--- src/rtl/ps2_led_sequencer_pkg.sv ---
// ps2_led_sequencer_pkg: shared state encoding, PS/2 command bytes and lock-key codes
package ps2_led_sequencer_pkg;

    localparam logic [2:0] ST_IDLE      = 3'd0;
    localparam logic [2:0] ST_SEND_CMD  = 3'd1;
    localparam logic [2:0] ST_WAIT_TX1  = 3'd2;
    localparam logic [2:0] ST_WAIT_ACK1 = 3'd3;
    localparam logic [2:0] ST_SEND_ARG  = 3'd4;
    localparam logic [2:0] ST_WAIT_TX2  = 3'd5;
    localparam logic [2:0] ST_WAIT_ACK2 = 3'd6;

    localparam logic [7:0] CMD_SET_LEDS = 8'hED;
    localparam logic [7:0] RSP_ACK      = 8'hFA;
    localparam logic [7:0] RSP_RESEND   = 8'hFE;

    localparam logic [7:0] KEY_CAPS     = 8'h58;
    localparam logic [7:0] KEY_NUM      = 8'h77;
    localparam logic [7:0] KEY_SCROLL   = 8'h7E;

    function automatic logic [2:0] lock_hit(input logic [7:0] code);
        return {code == KEY_CAPS, code == KEY_NUM, code == KEY_SCROLL};
    endfunction

endpackage

--- src/rtl/ps2_timeout_counter.sv ---
// ps2_timeout_counter: counts enabled cycles, expired marks the LIMIT-th enabled cycle
module ps2_timeout_counter #(
    parameter int LIMIT = 1_000_000
) (
    input  logic clk,
    input  logic rst_n,
    input  logic clear,
    input  logic enable,
    output logic expired
);

    localparam int W = $clog2(LIMIT + 1);
    localparam logic [W-1:0] LAST = W'(LIMIT - 1);

    logic [W-1:0] count;

    // clear wins over enable so the count restarts on entry to the wait state
    always_ff @(posedge clk or negedge rst_n) begin
        if (!rst_n)
            count <= '0;
        else if (clear)
            count <= '0;
        else if (enable)
            count <= count + 1'b1;
    end

    assign expired = enable && count == LAST;

endmodule

--- src/rtl/ps2_led_sequencer.sv ---
// ps2_led_sequencer: tracks lock keys and sends the 0xED LED command with retry/timeout
module ps2_led_sequencer #(
    parameter int TIMEOUT_CYC = 1_000_000,
    parameter int MAX_RETRY   = 3
) (
    input  logic       clk,
    input  logic       rst_n,
    input  logic       key_data_stb,
    input  logic [7:0] key_data,
    input  logic       key_broken,
    input  logic       rx_done_stb,
    input  logic [7:0] rx_data,
    output logic       rx_enable,
    output logic       tx_start,
    output logic [7:0] tx_data,
    input  logic       tx_done_stb,
    input  logic       tx_err,
    output logic       rx_fwd_stb,
    output logic [7:0] rx_fwd_data,
    output logic [2:0] lock_state,
    output logic       err_stb
);

    import ps2_led_sequencer_pkg::*;

    localparam int RW = $clog2(MAX_RETRY + 2);
    localparam logic [RW-1:0] RETRY_LAST = RW'(MAX_RETRY);

    logic [2:0]    state;
    logic [2:0]    arg;
    logic          pending;
    logic [RW-1:0] retries;
    logic [2:0]    hit;
    logic [2:0]    resend_state;
    logic          in_tx, in_ack, tx_ok, rsp_ack, rsp_resend, retry, expired, give_up, launch;

    assign hit          = (key_data_stb && !key_broken) ? lock_hit(key_data) : 3'b000;
    assign in_tx        = state == ST_WAIT_TX1 || state == ST_WAIT_TX2;
    assign in_ack       = state == ST_WAIT_ACK1 || state == ST_WAIT_ACK2;
    assign tx_ok        = in_tx && tx_done_stb && !tx_err;
    assign rsp_ack      = in_ack && rx_done_stb && rx_data == RSP_ACK;
    assign rsp_resend   = in_ack && rx_done_stb && rx_data == RSP_RESEND;
    assign retry        = (in_tx && tx_done_stb && tx_err) || rsp_resend;
    assign give_up      = (retry && retries == RETRY_LAST) || (in_ack && expired && !rsp_ack && !rsp_resend);
    assign launch       = state == ST_IDLE && pending;
    assign resend_state = (state == ST_WAIT_TX1 || state == ST_WAIT_ACK1) ? ST_SEND_CMD : ST_SEND_ARG;

    ps2_timeout_counter #(.LIMIT(TIMEOUT_CYC)) u_timer (
        .clk     (clk),
        .rst_n   (rst_n),
        .clear   (tx_ok),
        .enable  (in_ack),
        .expired (expired)
    );

    // lock toggles; a new toggle outranks a launch so the fresh state is always sent
    always_ff @(posedge clk or negedge rst_n) begin
        if (!rst_n) begin
            lock_state <= 3'b000;
            pending    <= 1'b0;
        end else begin
            lock_state <= lock_state ^ hit;
            if (|hit)
                pending <= 1'b1;
            else if (launch)
                pending <= 1'b0;
        end
    end

    // command sequencer: 0xED then the LED argument, each acknowledged with retry and timeout
    always_ff @(posedge clk or negedge rst_n) begin
        if (!rst_n) begin
            state     <= ST_IDLE;
            arg       <= 3'b000;
            retries   <= '0;
            tx_start  <= 1'b0;
            tx_data   <= 8'h00;
            rx_enable <= 1'b1;
            err_stb   <= 1'b0;
        end else begin
            tx_start <= 1'b0;
            err_stb  <= 1'b0;
            case (state)
                ST_IDLE: if (pending) begin
                    state   <= ST_SEND_CMD;
                    arg     <= lock_state;
                    retries <= '0;
                end
                ST_SEND_CMD, ST_SEND_ARG: begin
                    tx_start  <= 1'b1;
                    tx_data   <= state == ST_SEND_CMD ? CMD_SET_LEDS : {5'b00000, arg};
                    rx_enable <= 1'b0;
                    state     <= state == ST_SEND_CMD ? ST_WAIT_TX1 : ST_WAIT_TX2;
                end
                ST_WAIT_TX1, ST_WAIT_TX2: if (tx_done_stb) begin
                    rx_enable <= 1'b1;
                    err_stb   <= give_up;
                    state     <= give_up ? ST_IDLE : tx_err ? resend_state :
                                 state == ST_WAIT_TX1 ? ST_WAIT_ACK1 : ST_WAIT_ACK2;
                    if (tx_err)
                        retries <= retries + 1'b1;
                end
                ST_WAIT_ACK1, ST_WAIT_ACK2: if (give_up) begin
                    state   <= ST_IDLE;
                    err_stb <= 1'b1;
                end else if (rsp_resend) begin
                    state   <= resend_state;
                    retries <= retries + 1'b1;
                end else if (rsp_ack) begin
                    state   <= state == ST_WAIT_ACK1 ? ST_SEND_ARG : ST_IDLE;
                    retries <= '0;
                end
                default: state <= ST_IDLE;
            endcase
        end
    end

    // pass received bytes on, except acknowledge/resend replies the sequencer consumes
    always_ff @(posedge clk or negedge rst_n) begin
        if (!rst_n) begin
            rx_fwd_stb  <= 1'b0;
            rx_fwd_data <= 8'h00;
        end else begin
            rx_fwd_stb <= rx_done_stb && !(rsp_ack || rsp_resend);
            if (rx_done_stb && !(rsp_ack || rsp_resend))
                rx_fwd_data <= rx_data;
        end
    end

endmodule

--- config.mk ---
export PLATFORM = sky130hd
export DESIGN_NAME = ps2_led_sequencer
export DESIGN_NICKNAME = d
export VERILOG_FILES = /design/src/rtl/ps2_led_sequencer_pkg.sv /design/src/rtl/ps2_timeout_counter.sv /design/src/rtl/ps2_led_sequencer.sv
export SDC_FILE = /design/constraint.sdc
export NUM_CORES = 1
export LEC_CHECK = 0
export ABC_AREA = 1
export CAP_MARGIN = 20
export CORE_MARGIN = 2
export CORE_UTILIZATION = 57
export DETAILED_ROUTE_END_ITERATION = 8
export PLACE_DENSITY = 0.85
export SYNTH_ARGS = -nofsm -noshare
export SYNTH_HDL_FRONTEND = slang
export SYNTH_SLANG_ARGS = --single-unit
--- constraint.sdc ---
create_clock -name clk -period 2.7 [get_ports clk]
set_input_delay 0.27 -clock clk [delete_from_list [all_inputs] [get_ports clk]]
set_output_delay 0.27 -clock clk [all_outputs]
set_load 0.005 [all_outputs]
==> flow_summary.ini, run 1 <==
[grt]
grt_max_degree = 50
grt_pass1_wl_um = 9520
track_usage = 0.229
overflow = 0
grt_pass1_vias = 2140
antenna_found_initial = 0

[finish]
layout_common_cells = nand2_1 (91), inv_1 (51), dfrtp_1 (48)
fin_area_um2 = 3260
drive_gt1_frac = 0.0968
nFillCells = 351
areaGrowthSynthToFinish_pct = 19.8
diodes = 0
final_net_count = 428
layout_commonest_cell = nand2_1

[critical_path]
cp_slowest_stage_delay_ps = 480
critPathSlowestCell = dfrtp_1
arrival_ps = 2040
endpoint_kind = flop
path_cells = inv_2 -> nand2_1 -> o21ai_4 -> nand2_2 -> nor2_4 -> inv_2 -> nand2_4 -> inv_1 -> a22oi_1 -> inv_1
required_ps = 2890
cp-start-kind = flop
worstPathMaxFanout = 17
crit_type = flop to flop
rrSetupSlack_ps = 850

[sta]
fin_skew_ps = 3.98
finalMaxSlewViolations = 0
finalHoldViolCount = 0
worstMarginPinSlew_ps = 590
fin_setup_tns_ps = 0
max_freq_ghz = 0.541
period_minus_slack_ps = 1850
setup_viol = 0
maxSlewHeadroom = 0.607
post-route-period-util = 0.684
rsz0062_at_grt = false

[power]
switching_share = 0.377
power_w = 0.00234
intPower_w = 0.00146
p_comb_frac = 0.381
p_clk_frac = 0.185
p_leak_nw = 1.63
p_per_area_nw_per_um2 = 718
ir_worst_vdd_v = 0.000620
switchingPower_w = 0.000883
seqPwrFrac = 0.434

[route]
first_pass_iters = 4
route.detailed.drc = 0
viasPerCell = 5.10
wl_um = 5550
num_vias = 2329
wl_per_cell_um = 12.1
drtAntennaViolNets = 0
drt_iter0_markers = 129

[synthesis]
synth-seq-cells = 49
ys_types = 34
syn_area_per_cell_um2 = 7.63
netlist_instances = 357
mappedNetlistArea_um2 = 2720
synth.net_count = 383
ys_seq_area_frac = 0.451
yosys_warnings = 0

[placement]
globalplace.congestion = 0.848
place_area_um2 = 3170
dpl.hpwl_um = 4290
port_buffers = 44

[hold_path]
min_path_type = primary input to async pin

[clock_tree]
cts_resized = 0
htree_levels = 2
cts_tree = built
holdBufCountCts = 0
cts_buffers = 5
clkSinkCount = 49
cts_setup_buffers = 0
clock_path_buffers = 2
root_buffer = clkbuf_8
clk_pin_slew_worst_paths_ps = 80
clk_latency_ps = 300

[run_status]
status = finished clean

[die]
die_w_um = 73.1
placementRows = 25
initial_core_util = 0.584
dieHeight_um = 73.1
ioPinCount = 46
dieArea_um2 = 5350
coreArea_um2 = 4660

[job]
max_cap_violations = 0
==> critical path: cells and delay by family, from the launching register on <==
family	cells	cell delay, ps
compound gates	2	350
buf+inv	4	410
simple gates	4	500
flops	1	480
==> routing by layer <==
layer | share of wire | vias to the layer above | GRT usage
met1 | 0.49 | 1068 | 0.323
met4 | 0.012 | 0 | 0.0617
met5 | 0 | - | 0
li1 | - | 1214 | -
met2 | 0.45 | 41 | 0.351
met3 | 0.046 | 6 | 0.0566
==> power groups by stage <==
stage          registers (W)  clock network [W]  logic (W)
2_1_floorplan       0.000980                  0   0.000649
3_3_place_gp         0.00102                  0   0.000868
3_5_place_dp         0.00102                  0   0.000894
4_1_cts              0.00101           0.000446   0.000898
5_1_grt              0.00103           0.000471    0.00101
6_report             0.00102           0.000433   0.000894
==> through the flow <==
stage | worst slack [ps] | util | instances | hold slack, ps
floorplan | 1210 | - | 357 | -25.6
global placement | 871 | 0.681 | 449 | 397
detailed placement | 796 | 0.681 | 449 | 401
CTS | 869 | 0.700 | 457 | 72.1
global route | 700 | 0.700 | 457 | 129
finish | 853 | 0.700 | 457 | 56.3
==> worst paths after layout <==
kind                                       startpoint                            to  depth (start not counted)
min                                             rst_n       lock_state[2]$_DFF_PN0_                          2
min in group clk           rx_fwd_data[4]$_DFFE_PN0P_    rx_fwd_data[4]$_DFFE_PN0P_                          2
max reg2reg                      state[0]$_DFFE_PN0P_  u_timer.count[1]$_DFFE_PN0P_                         10
max in group asynchronous                       rst_n        retries[0]$_DFFE_PN0P_                          2
max                              state[0]$_DFFE_PN0P_  u_timer.count[1]$_DFFE_PN0P_                         10
min reg2reg                rx_fwd_data[4]$_DFFE_PN0P_    rx_fwd_data[4]$_DFFE_PN0P_                          2
==> area by class of cell <==
cell class | count | area (um2) | share of cell area
flip-flops and latches | 49 | 1230 | 0.376
multi-input cells | 245 | 1230 | 0.376
repair buffers | 45 | 443 | 0.136
inverters | 56 | 210 | 0.0644
clock buffers | 8 | 90.1 | 0.0276
well taps | 54 | 67.6 | 0.0207
==> synth_stat cells, drive strengths merged <==
library cell	count	area [um2]
dfrtp	48	1200
a211oi	1	12.5
a31oi	1	6.26
buf	7	60.1
nor3b	1	7.51
o21a	1	7.51
nor3	9	45.0
inv	56	210
xor2	3	26.3
nand3	28	158
nor2	52	230
nor4	2	12.5
nand2	102	430
ha	3	37.5
o21ai	19	106
conb	1	3.75
nand3b	1	7.51
nand4	7	56.3
a22oi	1	7.51
a21oi	10	50.1
and3	2	12.5
dfstp	1	26.3
a2bb2oi	1	8.76
==> flip-flops by register name (all words and copies together), names as in the netlist <==
signal	cells
state	3
rx_fwd_data	8
pending	1
tx_start	1
err_stb	1
retries	3
tx_data	4
u_timer.count	20
arg	3
rx_fwd_stb	1
lock_state	3
rx_enable	1
==> cells by family after synthesis <==
kind of cell / Yosys count / synth area share
and+or+nand+nor: 204 / 0.352
buffers and inverters: 63 / 0.0992
DFF: 49 / 0.451
AOI/OAI and AO/OA: 34 / 0.0730
xor gates and xnor gates: 3 / 0.00965
adders and majority gates: 3 / 0.0138
other: 1 / 0.00138
No activity file was read; power rests on OpenSTA's default activity.
==> run 2: changes to the inputs <==
- CORE_UTILIZATION: 57 -> 53
- PLACE_DENSITY: 0.85 -> 0.8
- clock period: 2.7 -> 1.91 ns (I/O delays scaled with it)
==> run 2 against run 1 <==
Compared with the run above: sequential power rose by 39%; combinational power rose by 49%; count of clock-buffer cells in the layout is 2 lower; clock skew grew 7.5 ps; worst hold slack better by 340 ps; register-to-register slack worse by 680 ps; non-clock buffer count rose by 7; clock power rose by 43%; utilization is 3.9 points lower; critical path type unchanged; critical endpoint is now u_timer.count[16]$_DFFE_PN0P_; largest power group unchanged; highest routed layer unchanged.
==> flow_summary.ini, run 2 (same netlist as run 1, synthesis figures left out) <==
[critical_path]
path_delay_family = simple AND/OR/NAND/NOR gates
required_ps = 2110
critPathSlowestCell = dfrtp_1
endpoint_kind = flop
cp_slowest_stage_delay_ps = 390
path_cells = ha_1 -> nand3_1 -> nor2_1 -> nand3_1 -> nor2_1 -> inv_1 -> nor2_2 -> nand2_1 -> o21ai_0 -> nor2_1
worstPathMaxFanout = 3
cp-start-kind = flop
crit_type = flop to flop
crit_top_cell = nor2_1
crit_buf_inv = 1
arrival_ps = 1940

[placement]
globalplace.congestion = 0.893
port_buffers = 44
place_area_um2 = 3240
dp_slack_ps = 71.7
dpl.hpwl_um = 4520
placedCellCount = 471

[die]
placementRows = 26
ioPinCount = 46
dieArea_um2 = 5730
initial_core_util = 0.540
die_w_um = 75.7
dieHeight_um = 75.7
coreArea_um2 = 5040

[grt]
grt_max_degree = 24
track_usage = 0.226
antenna_found_initial = 0
grt_pass1_wl_um = 9920
overflow = 0
grt_pass1_vias = 2273

[route]
route.detailed.drc = 0
viasPerCell = 5.14
num_vias = 2467
first_pass_iters = 4
wl_per_cell_um = 12.5
drtAntennaViolNets = 0
wl_um = 6010
drt_iter0_markers = 143

[finish]
areaGrowthSynthToFinish_pct = 22.5
layout_commonest_cell = nand2_1
diodes = 0
layout_common_cells = nand2_1 (91), inv_1 (51), dfrtp_1 (48)
stdcell_count = 480
nFillCells = 440
top_register = u_timer.count
fin_area_um2 = 3340
drive_gt1_frac = 0.112
largest_reg_flops = 20
final_net_count = 435
reg_top3 = u_timer.count (20), rx_fwd_data (8), tx_data (4)

[sta]
max_freq_ghz = 0.575
setup_viol = 0
finalHoldViolCount = 0
maxSlewHeadroom = 0.652
fin_skew_ps = 11.5
fin_setup_tns_ps = 0
period_minus_slack_ps = 1740
post-route-period-util = 0.911
finalMaxSlewViolations = 0
fin_ws_ps = 171
fin_hold_ws_ps = 400
worstMarginPinSlew_ps = 517
rsz0062_at_grt = false

[power]
ir_worst_vdd_v = 0.000762
p_leak_nw = 1.66
seqPwrFrac = 0.423
p_comb_frac = 0.393
p_per_area_nw_per_um2 = 1010
p_clk_frac = 0.184
intPower_w = 0.00206
switchingPower_w = 0.00131
switching_share = 0.388

[hold_path]
min_path_type = primary input to async pin

[clock_tree]
clk_latency_ps = 310
cts_buffers = 5
htree_levels = 2
clkSinkCount = 49
clk_pin_slew_worst_paths_ps = 100
cts_tree = built
clock_path_buffers = 2
root_buffer = clkbuf_8

[job]
max_cap_violations = 0

[run_status]
status = finished clean
[run 2: cell count changes in the layout (fill, tap and decap cells not counted)]
cell           previous run  this run
clkbuf_1                  2         1
clkinvlp_4                0         2
dlygate4sd3_1             0         1
buf_4                     1         7
clkbuf_8                  6         5
[run 2: metal layers]
metal,track usage,up-vias,part of all wire
met5,0,-,0
met4,0.0624,0,0.018
met3,0.0489,11,0.056
met2,0.379,78,0.47
met1,0.298,1146,0.46
li1,-,1232,-
[run 2: area by class of cell]
cell class	instances	area (um2)	area share
Sequential cell	49	1230	0.368
Timing Repair Buffer	52	498	0.149
Multi-Input combinational cell	245	1230	0.367
Clock inverter	2	15.0	0.00450
Clock buffer	6	72.6	0.0217
Tap cell	70	87.6	0.0262
Inverter	56	210	0.0630
[run 2: path summary, 6_finish.rpt]
check	from	to	slack [ps]	depth (start not counted)
worst max-delay path	u_timer.count[0]$_DFFE_PN0P_	u_timer.count[16]$_DFFE_PN0P_	170	10
max in group asynchronous	rst_n	rx_enable$_DFFE_PN1P_	850	3
worst min register to register	rx_fwd_data[2]$_DFFE_PN0P_	rx_fwd_data[2]$_DFFE_PN0P_	470	2
min in group clk	rx_data[1]	rx_fwd_data[1]$_DFFE_PN0P_	450	3
worst min-delay path	rst_n	rx_fwd_data[1]$_DFFE_PN0P_	400	2
worst max register to register	u_timer.count[0]$_DFFE_PN0P_	u_timer.count[16]$_DFFE_PN0P_	170	10
[run 2: per-stage QoR]
stage                util  power, W
floorplan               -   0.00230
global placement    0.642   0.00270
detailed placement  0.642   0.00274
CTS                 0.662   0.00337
global route        0.662   0.00359
finish              0.662   0.00337
[run 2: timing repair]
item / CTS / global route
buffers inserted: 0 / 0
hold endpoints to repair: 21 / 0
hold buffers: 1 / 0
resized for setup: 0 / 0
[run 2: power groups by stage]
stage	logic, W	registers [W]	clock network [W]
final	0.00133	0.00142	0.000620
after floorplan	0.000918	0.00139	0
after CTS	0.00132	0.00142	0.000628
after global routing	0.00149	0.00145	0.000651
after detailed placement	0.00130	0.00144	0
after global placement	0.00126	0.00143	0
